### src/rtl/dmux_stream_router.sv
// Registered N-way stream demultiplexer with unicast/broadcast routing,
// one-entry holding register per output channel and an accepted-transfer counter.
module dmux_stream_router #(
    parameter int WIDTH    = 16,
    parameter int SEL_BITS = 2,
    localparam int WAYS    = 2 ** SEL_BITS
) (
    input  logic                    clk,
    input  logic                    reset,
    input  logic                    in_valid,
    output logic                    in_ready,
    input  logic [WIDTH-1:0]        in_data,
    input  logic [SEL_BITS-1:0]     in_sel,
    input  logic                    in_bcast,
    output logic [WAYS-1:0]         out_valid,
    input  logic [WAYS-1:0]         out_ready,
    output logic [WAYS*WIDTH-1:0]   out_data,
    output logic [15:0]             xfer_count
);

    logic [WAYS-1:0] free;
    logic [WAYS-1:0] load;
    logic            accept;

    // A channel is free when empty or draining this cycle; broadcast needs every channel free.
    always_comb begin
        free     = ~out_valid | out_ready;
        in_ready = in_bcast ? (&free) : free[in_sel];
        accept   = in_valid && in_ready;
        load     = '0;
        if (accept) begin
            if (in_bcast) begin
                load = '1;
            end else begin
                load[in_sel] = 1'b1;
            end
        end
    end

    always_ff @(posedge clk) begin
        if (reset) begin
            out_valid  <= '0;
            out_data   <= '0;
            xfer_count <= '0;
        end else begin
            for (int k = 0; k < WAYS; k++) begin
                if (load[k]) begin
                    out_valid[k]                 <= 1'b1;
                    out_data[k*WIDTH +: WIDTH]   <= in_data;
                end else if (out_ready[k]) begin
                    out_valid[k]                 <= 1'b0;
                end
            end
            if (accept) begin
                xfer_count <= xfer_count + 16'd1;
            end
        end
    end

endmodule

### config.mk
export PLATFORM = sky130hd
export DESIGN_NAME = dmux_stream_router
export DESIGN_NICKNAME = d
export VERILOG_FILES = /design/src/rtl/dmux_stream_router.sv
export SDC_FILE = /design/constraint.sdc
export NUM_CORES = 1
export LEC_CHECK = 0
export BUFFER_PORTS_ARGS = -buffer_cell sky130_fd_sc_hd__buf_2
export CAP_MARGIN = 20
export CORE_MARGIN = 1.5
export CORE_UTILIZATION = 45
export DETAILED_ROUTE_END_ITERATION = 10
export PLACE_DENSITY = 0.73
export SLEW_MARGIN = 20
export SYNTH_ARGS = -nofsm -noshare
export SYNTH_HDL_FRONTEND = slang
export SYNTH_SLANG_ARGS = --single-unit
export TNS_END_PERCENT = 10
### constraint.sdc
create_clock -name clk -period 5 [get_ports clk]
set_input_delay 0.25 -clock clk [delete_from_list [all_inputs] [get_ports clk]]
set_output_delay 0.25 -clock clk [all_outputs]
set_load 0.02 [all_outputs]
==> metrics <==
Post-Syn Nets around 360; initial antenna violation count 0; worst-skew pair later-pin latency 350 ps; clk_skew 10.5 ps; Synth Instances 335; clock power share 0.325; max cap viols 0; Min-Delay Endpoint out_data[56]; status finished clean; CORE AREA 0.00737 mm^2; CTS tree done; Final GP Congestion 0.834; Worst-Margin Slew 861 ps; post-layout util 0.577; syn_area_per_cell 10.4 um^2; Synth Flop Type dfxtp_1; layout cells sized above 1 0.330; Distinct cells, synth 45; CP required 5200 ps; CTS Hold Bufs 0; CTS Buf Count 9; CP arrival 2430 ps; Internal 1080 uW; Logic pwr share 0.197; startpoint types register; Area Overhead vs Synth 22.3%; flops & latches, synth 84; Sw Ratio 0.304; Slew HR 0.426; RSZ-0062 raised after global routing no; CTS H-tree depth 3; P per Cell Area 365 mW/mm^2; asr flop ratio synth 0; hold crit path type in -> reg; Reg area 0.00168 mm^2; post-route DRC violation count 0; crit path capture type register; Seq pwr share 0.478; hold path start in_data[8]; worst hold stages 3; vias per cell 5.12; Die Area 0.00826 mm^2; drt total wl 7840 um; Synth area leader dfxtp_1; FF-to-FF setup slack 2770 ps; Psw between 400 and 500 uW; Post-Route Setup TNS 0 ps; Root Driver clkbuf_8; Final nets 467; sequential element share of the synthesized area 0.484; min cycle time layout roughly 2200 ps; TritonRoute pass-1 iters 4; worst vdd ir roughly 0.23 mV; vias 2,783; setup bufs post-CTS 0; GR Util All Layers 0.192; clk buf depth 2; CP Cell Sequence nand2b_1 -> o221ai_2 -> a211oi_4 -> buf_4 -> mux2i_1 -> nor2_1; clk sink count 84; Area contributors post-synth dfxtp_1, mux2i_1, nor2_1; HPWL Detailed 5480 um; yosys warns 0; Largest stage delay, worst path 560 ps; post-route ant nets 0; WHS 177 ps; kind of cell adding the most delay to the critical path compound AO/OA/AOI/OAI gates; DIE WIDTH 90.9 um; n_diodes 0; IO buf count 110; vias in the first global route 2,574; largest net degree at the start of global routing 87; initial core utilization 0.472; CP bufs+invs 1; Reg clk slew, reported paths 100 ps; share of the synthesized area in the top cell type 0.484; first-pass GRT wire length 12,700 um; Mapped Area 0.00348 mm^2; worst r2r dst out_data[22]; Critical Setup Path Class reg -> reg; Die Y 90.9 um; area used by multi-input combinational logic ~0.0016 mm^2; # fillers around 670; GR Overflow Total 0; Final setup viols 0; FP Rows 31; initial DRC count 94; Avg WL per Cell 14.4 um; worst r2r src out_valid[3]; critical path fanouts, max 12; leakage power 0.00194 uW; slowest stage cell, crit path a211oi_4; IO Pins 111; cell count of the worst reg-to-reg path 6; Final Hold Vio Count 0; crit share post-route 0.446; f_max 448 MHz; Post-synth EDFFs 0; post_cts resized 0; Max Slew Vio Count 0
-- registers in the layout, indices dropped and copies added (netlist names) --
name	cells
out_data	64
xfer_count	16
out_valid	4
-- synth_stat cells (2+ instances only) --
library cell,instances
a2111oi_1,2
a211oi_1,3
a211oi_2,2
a21oi_1,9
a221oi_2,2
and4_1,2
buf_12,2
buf_6,6
buf_8,2
clkbuf_1,10
dfxtp_1,84
inv_1,7
mux2_2,2
mux2i_1,65
nand2_1,5
nand2b_1,3
nand3_1,4
nand4_1,8
nor2_1,78
nor2b_1,2
nor3_1,3
o211ai_1,2
o21ai_0,2
or3_1,2
xnor2_1,7
xor2_1,2
-- cell families (layout without fill, tap and decap cells) --
family                     after synthesis  in the layout  synth area share
AOI/OAI and AO/OA                       33             33            0.0864
xor gates and xnor gates                 9              9            0.0227
adders and majority gates                1              1           0.00360
buffers and inverters                   29            139            0.0612
DFF                                     84             84             0.484
muxes                                   67             67             0.194
and+or+nand+nor                        112            112             0.149
-- area by class of cell --
cell class / count / area share
Clock buffer: 10 / 0.0324
Clock inverter: 6 / 0.0165
Sequential cell: 84 / 0.396
Timing Repair Buffer: 115 / 0.138
Multi-Input combinational cell: 222 / 0.381
Tap cell: 99 / 0.0291
Inverter: 8 / 0.00707
-- power by group through the flow --
stage | Sequential (uW) | Clock, uW | Combinational (uW)
after floorplan | 812 | 0 | 169
after global placement | 755 | 0 | 304
after detailed placement | 756 | 0 | 308
after CTS | 742 | 512 | 309
after global routing | 747 | 541 | 330
final | 742 | 504 | 306
-- cells in the final DEF, fill, tap and decap left out, types with 2 or more instances in the layout --
master | netlist | final
nand2_1 | 5 | 5
buf_4 | 1 | 5
nor2_1 | 78 | 78
nand2b_1 | 3 | 3
a2111oi_1 | 2 | 2
inv_1 | 7 | 7
or3_1 | 2 | 2
nor2b_1 | 2 | 2
buf_2 | 0 | 110
o211ai_1 | 2 | 2
dfxtp_1 | 84 | 84
inv_6 | 0 | 2
a21oi_1 | 9 | 9
xor2_1 | 2 | 2
nand4_1 | 8 | 8
mux2_2 | 2 | 2
nand3_1 | 4 | 4
and4_1 | 2 | 2
mux2i_1 | 65 | 65
o21ai_0 | 2 | 2
clkbuf_8 | 0 | 10
a221oi_4 | 0 | 2
a211oi_1 | 3 | 3
xnor2_1 | 7 | 7
clkinvlp_4 | 0 | 3
a211oi_4 | 0 | 2
nor3_1 | 3 | 3
-- stage by stage --
stage          power [uW]  cells  setup slack, ps  instance area [um^2]
6_report             1550    544             2770                  4250
5_1_grt              1620    544             2600                  4250
4_1_cts              1560    544             2780                  4250
3_5_place_dp         1060    528             2720                  4040
3_3_place_gp         1060    528             2790                  4040
2_1_floorplan         981    335             3160                  3480
-- per-layer routing --
metal  track usage  part of all wire  vias to the layer above
met5             0                 0                        -
met4        0.0846             0.015                        0
met3        0.0522             0.066                       10
met2         0.299              0.47                       88
met1         0.247              0.45                     1316
li1              -                 -                     1369
-- worst register-to-register path, cell delays in order, from the launching register on --
cell      delay [ps]
dfxtp_1          310
nand2b_1         230
o221ai_2         380
a211oi_4         560
buf_4            330
mux2i_1          210
nor2_1            50
-- how the worst max path moves through the flow --
stage / startpoint / end / slack (ps) / cells past startpoint
2_1_floorplan: out_valid[1] / xfer_count[12] / 3160 / 6
3_3_place_gp: out_ready[3] / out_data[47] / 2790 / 7
3_5_place_dp: out_ready[3] / out_data[22] / 2720 / 7
4_1_cts: out_valid[3] / out_data[22] / 2780 / 6
5_1_grt: out_valid[3] / out_data[43] / 2600 / 6
6_report: out_valid[3] / out_data[22] / 2770 / 6
(Power assumes the default switching activity.)
